[src/rtl/adsr_envelope_pkg.sv]
// Shared definitions for the ADSR envelope block: stage encoding seen on the stage output.
package adsr_envelope_pkg;
  typedef enum logic [2:0] {
    IDLE    = 3'd0,
    ATTACK  = 3'd1,
    DECAY   = 3'd2,
    SUSTAIN = 3'd3,
    RELEASE = 3'd4
  } stage_e;
endpackage

[src/rtl/adsr_envelope_lrclk_tick.sv]
// Two-flop synchroniser for an asynchronous strobe plus a one-clock pulse on its rising edge.
module lrclk_tick (
  input  logic clk_i,
  input  logic rst_i,
  input  logic async_i,
  output logic rise_o
);
  // [1:0] synchronise, [2] holds the previous synchronised level for edge detection
  logic [2:0] sync_q;

  always_ff @(posedge clk_i or posedge rst_i) begin
    if (rst_i) sync_q <= '0;
    else       sync_q <= {sync_q[1:0], async_i};
  end

  assign rise_o = sync_q[1] & ~sync_q[2];
endmodule

[src/rtl/adsr_envelope.sv]
// ADSR amplitude envelope: one level update per lrclk sample tick, gain on out feeds the multiplier.
module adsr_envelope
  import adsr_envelope_pkg::*;
#(
  parameter int BITSIZE  = 16,
  parameter int RATESIZE = 16,
  parameter int FRAC     = 8
) (
  input  logic                bclk,
  input  logic                reset,
  input  logic                lrclk,
  input  logic                gate,
  input  logic [RATESIZE-1:0] attack_step,
  input  logic [RATESIZE-1:0] decay_step,
  input  logic [RATESIZE-1:0] release_step,
  input  logic [BITSIZE-2:0]  sustain_level,
  output logic [BITSIZE-1:0]  out,
  output logic                active,
  output logic [2:0]          stage
);
  localparam int LW = BITSIZE - 1 + FRAC;
  localparam logic [LW-1:0] LMAX = '1;

  logic          tick;
  logic [1:0]    gate_q;
  logic          gate_s;
  stage_e        stage_q, stage_d;
  logic [LW-1:0] lvl_q, lvl_d;
  logic [LW-1:0] sus;
  // One guard bit on every operand so sums/differences never wrap
  logic [LW:0]   lvl_x, sus_x, a_x, d_x, r_x, sum, dec_diff, rel_diff;

  lrclk_tick u_tick (
    .clk_i  (bclk),
    .rst_i  (reset),
    .async_i(lrclk),
    .rise_o (tick)
  );

  always_ff @(posedge bclk or posedge reset) begin
    if (reset) gate_q <= '0;
    else       gate_q <= {gate_q[0], gate};
  end
  assign gate_s = gate_q[1];

  assign sus      = {sustain_level, {FRAC{1'b0}}};
  assign lvl_x    = {1'b0, lvl_q};
  assign sus_x    = {1'b0, sus};
  assign a_x      = (LW+1)'(attack_step);
  assign d_x      = (LW+1)'(decay_step);
  assign r_x      = (LW+1)'(release_step);
  assign sum      = lvl_x + a_x;
  assign dec_diff = lvl_x - d_x;
  assign rel_diff = lvl_x - r_x;

  always_ff @(posedge bclk or posedge reset) begin
    if (reset) begin
      stage_q <= IDLE;
      lvl_q   <= '0;
    end else begin
      stage_q <= stage_d;
      lvl_q   <= lvl_d;
    end
  end

  // Gate is examined before the step: a gate change on a tick moves stage only
  always_comb begin
    stage_d = stage_q;
    lvl_d   = lvl_q;
    if (tick) begin
      unique case (stage_q)
        IDLE: begin
          if (gate_s) stage_d = ATTACK;
        end
        ATTACK: begin
          if (!gate_s) stage_d = RELEASE;
          else if (sum >= {1'b0, LMAX} || attack_step == '0) begin
            lvl_d   = LMAX;
            stage_d = DECAY;
          end else lvl_d = sum[LW-1:0];
        end
        DECAY: begin
          if (!gate_s) stage_d = RELEASE;
          else if (dec_diff[LW] || dec_diff <= sus_x || decay_step == '0 || sus_x >= lvl_x) begin
            lvl_d   = sus;
            stage_d = SUSTAIN;
          end else lvl_d = dec_diff[LW-1:0];
        end
        SUSTAIN: begin
          if (!gate_s) stage_d = RELEASE;
          else         lvl_d   = sus;
        end
        RELEASE: begin
          if (gate_s) stage_d = ATTACK;
          else if (lvl_x <= r_x || release_step == '0) begin
            lvl_d   = '0;
            stage_d = IDLE;
          end else lvl_d = rel_diff[LW-1:0];
        end
        default: begin
          stage_d = IDLE;
          lvl_d   = '0;
        end
      endcase
    end
  end

  assign out    = {1'b0, lvl_q[LW-1:FRAC]};
  assign stage  = stage_q;
  assign active = (stage_q != IDLE);
endmodule
[config.mk]
export PLATFORM = sky130hd
export DESIGN_NAME = adsr_envelope
export DESIGN_NICKNAME = d
export VERILOG_FILES = /design/src/rtl/adsr_envelope_pkg.sv /design/src/rtl/adsr_envelope_lrclk_tick.sv /design/src/rtl/adsr_envelope.sv
export SDC_FILE = /design/constraint.sdc
export NUM_CORES = 1
export LEC_CHECK = 0
export CAP_MARGIN = 20
export CORE_ASPECT_RATIO = 1.4
export CORE_MARGIN = 4
export CORE_UTILIZATION = 52
export CTS_BUF_LIST = sky130_fd_sc_hd__clkbuf_8
export CTS_CLUSTER_SIZE = 16
export DETAILED_ROUTE_END_ITERATION = 12
export HOLD_SLACK_MARGIN = 0.15
export PLACE_DENSITY = 0.78
export RECOVER_POWER = 100
export REMOVE_ABC_BUFFERS = 1
export SYNTH_ARGS = -nofsm -noshare
export SYNTH_HDL_FRONTEND = slang
export SYNTH_SLANG_ARGS = --single-unit
[constraint.sdc]
create_clock -name bclk -period 5 [get_ports bclk]
set_input_delay 1.25 -clock bclk [delete_from_list [all_inputs] [get_ports bclk]]
set_output_delay 1.25 -clock bclk [all_outputs]
set_load 0.02 [all_outputs]
==> reports/summary.txt <==
SYNTH
-----------------------------------------------------------------------------------------------------
Dominant register cell in the synthesized netlist                                             dfrtp_1
EDFF count, synth                                                                                   0
Xor/xnor share of the synthesized area                                                         0.0657
Cell Area, Synth                                                                            5870 um^2
Mux cell area share after synthesis                                                            0.0211
Post-synth top area cell                                                                         ha_1
Cells taking the most area after synthesis                                               ha_1 17%, dfrtp_1 13%, a21oi_1 5.3%, inv_1 5.2%, xnor2_1 4.8%
Combinational family with the most area after synthesis                                  compound AO/OA/AOI/OAI gates
Library cells used by synthesis                                                                    73
Post-Synthesis Cells                                                                              790
Share of the yosys chip area belonging to registers                                             0.132
Flop and latch count out of synthesis                                                              31
Async set-reset flop share out of synthesis                                                      1.00
Fraction of the mapped netlist area in simple logic gates                                       0.209
Number of synthesis warnings                                                                        0
Post-Synthesis Mean Instance Area                                                           7.43 um^2
Area fraction of the dominant cell type after synthesis                                         0.166
Compound-Gate Fraction of Synth Area                                                            0.306
Post-synthesis share of cell area spent on full adders, half adders and majority gates          0.177

CLOCKING
-----------------------------------------------------------------------------------------------------
Root buf cell                                                                                clkbuf_8
Latest clock arrival within the worst-skew pair                                               0.31 ns
H-Tree Level Count                                                                                  2
TritonCTS sink count                                                                               31
CTS tree                                                                                          yes
CTS max path bufs                                                                                   2
Clock transition at the registers of the reported paths                                       0.08 ns
# hold bufs at CTS                                                                                  0
Inserted Clock Buffers                                                                              5

PLACEMENT
-----------------------------------------------------------------------------------------------------
Buffers added on ports                                                                             85
Weighted congestion at the end of routability-driven global placement                            1.08
HPWL after DPL                                                                                18.7 mm

ROUTE
-----------------------------------------------------------------------------------------------------
Via count normalized by instance count                                                           6.70
Via Count                                                                                        7465
Post-DR wirelength/cell                                                                       22.6 um
DRC violation total after the first TritonRoute iteration                                         679
Remaining routing DRC violations                                                                    0
Antenna-violating nets left                                                                         0
Routed wire length                                                                            25.2 mm
Total iterations of the first detailed-routing run                                                  7

STA
-----------------------------------------------------------------------------------------------------
Worst Tran Pin Value                                                                          1.03 ns
Final Critical Period                                                                         5.61 ns
Max Clock Skew                                                                              0.0153 ns
Setup WS post-layout                                                                        -0.610 ns
Max-slew violation count                                                                            0
Final number of setup-violating endpoints                                                          26
RSZ-0062 raised after global routing                                                              yes
Period Utilization, post-route                                                                   1.12
Worst slew margin relative to its limit                                                         0.313
Number of failing hold endpoints at the final stage                                                 0
Highest clock frequency the design can meet                                                 0.178 GHz

FLOORPLANNING
-----------------------------------------------------------------------------------------------------
Core region area                                                                           10900 um^2
Overall die area                                                                           13100 um^2
Site Rows                                                                                          45
Num ports                                                                                          87
Die boundary width                                                                            97.8 um
Effective utilization at floorplan                                                              0.537
Die Y                                                                                          134 um

GLOBAL ROUTING
-----------------------------------------------------------------------------------------------------
Initial antenna violation count                                                                     0
Combined global-route utilization of all metal layers                                           0.362
Wire length of the first global-routing pass                                                  37.7 mm
Via count of the first global-routing pass                                                       7280
Pin count of the biggest net entering global routing                                               30
Overflow left after global routing                                                                  0

SETUP PATH
-----------------------------------------------------------------------------------------------------
Data arrival at the endpoint of the critical path                                             5.80 ns
CP startpoint kind                                                                          input pin
Critical path startpoint                                                                 decay_step[2]
Classification of the worst setup path                                                         in2reg
Endpoint of the lowest-slack register-to-register path                                   lvl_q[16]$_DFFE_PP0P_
Reg2reg setup slack                                                                          -0.14 ns
Critical path endpoint                                                                   lvl_q[16]$_DFFE_PP0P_
CP endpoint kind                                                                            flip-flop
Number of cells on the worst reg-to-reg path                                                       23
Data required time at the worst endpoint                                                      5.19 ns
Crit-path max FO                                                                                    7
RR Startpoint                                                                            lvl_q[0]$_DFFE_PP0P_

FINAL LAYOUT
-----------------------------------------------------------------------------------------------------
Final #Nets                                                                                      1121
Core occupancy in the finished layout                                                           0.745
Most common cell after layout, fill and taps aside                                              buf_4
Antenna cells                                                                                       0
Post-synthesis to final-layout area growth                                                      38.6%
Commonest cells after routing, fill and taps aside                                       117 x buf_4, 75 x inv_1, 68 x ha_1
Layout fillers                                                                                    840
Fraction of final layout cells with drive strength greater than 1                               0.216

OUTCOME
-----------------------------------------------------------------------------------------------------
Violations in the final reports                                                          setup timing
Run status                                                                               finished, violations left

PWR
-----------------------------------------------------------------------------------------------------
Peak supply drop                                                                           0.000582 V
Total power divided by cell area                                                          528 nW/um^2
Overall power                                                                               0.00429 W
Leakage                                                                                       3.83 nW

WORST HOLD PATH
-----------------------------------------------------------------------------------------------------
Hold crit path type                                                                           reg2reg

FLOW RUN
-----------------------------------------------------------------------------------------------------
Max cap viols                                                                                       0

[critical path: stages]
cell and delay [ns]:
buf_6 0.10, inv_2 0.05, ha_4 0.19, buf_6 0.11
o21a_1 0.17, o31a_1 0.13, o211ai_1 0.29, a31oi_2 0.16
o211a_1 0.28, o21ai_1 0.15, buf_4 0.17, o21ai_4 0.07
xnor2_2 0.16, ha_1 0.33, nand4_1 0.20, nor2_2 0.16
nand4_1 0.22, nor4_4 0.34, a311o_1 0.30, a21oi_4 0.06
buf_4 0.16, buf_8 0.13, a41oi_2 0.22, nand4_1 0.11
a211o_1 0.27
[kinds of logic (layout without fill, tap and decap cells)]
kind of cell | Yosys count | in the layout
compound gates | 262 | 262
xor+xnor | 44 | 44
other cells | 1 | 1
simple gates | 236 | 236
mux | 12 | 12
flops | 31 | 31
buf+inv | 123 | 307
fa+ha+maj | 81 | 81
[Yosys cell counts (all sizes together), types with 3 or more instances]
cell    instances
nand2b         12
nand3          26
a31oi          11
a21boi          7
a221o           8
a21oi          65
mux2            3
o211ai         16
nand2          49
mux2i           9
a221oi          5
ha             78
o31a            4
o21bai          4
nand4          22
o21a           13
nor3           21
fa              3
dfrtp          31
inv            82
or2             3
nor2           51
xnor2          32
o221ai          4
or3             5
o22ai           7
clkbuf         22
a211oi          7
nor4           15
a211o           8
o21ai          46
buf            17
and2            4
a21o           30
and3            7
nor2b           9
a222oi          4
xor2           12
[per-layer routing]
metal / track usage / part of all wire / vias up
met5: 0 / 0 / -
met4: 0.226 / 0.086 / 0
met2: 0.637 / 0.48 / 527
met3: 0.0466 / 0.074 / 189
met1: 0.409 / 0.36 / 3464
li1: - / - / 3285
[state kept, by name, indices dropped and copies added, names as in the netlist]
signal,flops
lvl_q,23
stage,3
u_tick.sync_q,3
gate_q,2
[per-stage QoR]
stage	setup TNS (ns)	std cells	setup WS (ns)	hold slack [ns]	instance area [um^2]
after floorplan	-17.54	751	-0.828	0.331	5660
after global routing	-16.63	1115	-0.739	0.379	8130
final	-13.37	1115	-0.610	0.354	8130
after detailed placement	-35.79	1068	-1.55	0.335	7370
after CTS	-6.40	1108	-0.333	0.353	7980
after global placement	-28.08	1068	-1.24	0.334	7370
[what timing repair did]
action | 4_1_cts | 5_1_grt
setup endpoints to repair | 26 | 26
setup buffers | 32 | 9
gates cloned | 0 | 0
gates resized for setup | 86 | 23
pin swaps | 55 | 15
[how the worst min path moves through the flow]
stage / startpoint / endpoint / slack (ns) / cells after the start
after floorplan: gate_q[0]$_DFF_PP0_ / gate_q[1]$_DFF_PP0_ / 0.33 / 0
after global placement: gate_q[0]$_DFF_PP0_ / gate_q[1]$_DFF_PP0_ / 0.33 / 0
after detailed placement: u_tick.sync_q[0]$_DFF_PP0_ / u_tick.sync_q[1]$_DFF_PP0_ / 0.33 / 0
after CTS: u_tick.sync_q[0]$_DFF_PP0_ / u_tick.sync_q[1]$_DFF_PP0_ / 0.35 / 0
after global routing: u_tick.sync_q[0]$_DFF_PP0_ / u_tick.sync_q[1]$_DFF_PP0_ / 0.38 / 0
final: u_tick.sync_q[0]$_DFF_PP0_ / u_tick.sync_q[1]$_DFF_PP0_ / 0.35 / 0
[final cells by class]
| class | count | area [um^2] | share of cell area |
|---|---|---|---|
| clock buffer | 5 | 68.8 | 0.00846 |
| clock inverter | 3 | 16.3 | 0.00200 |
| inverter | 84 | 318 | 0.0391 |
| multi-input combinational | 636 | 4910 | 0.603 |
| sequential | 31 | 776 | 0.0954 |
| tap | 141 | 176 | 0.0217 |
| timing repair buffer | 215 | 1870 | 0.230 |
[power breakdown]
part,internal [W],switching (W)
combinational,0.00169,0.00194
clock,0.0000956,0.000119
sequential,0.000317,0.000133
(Power assumes the default switching activity.)
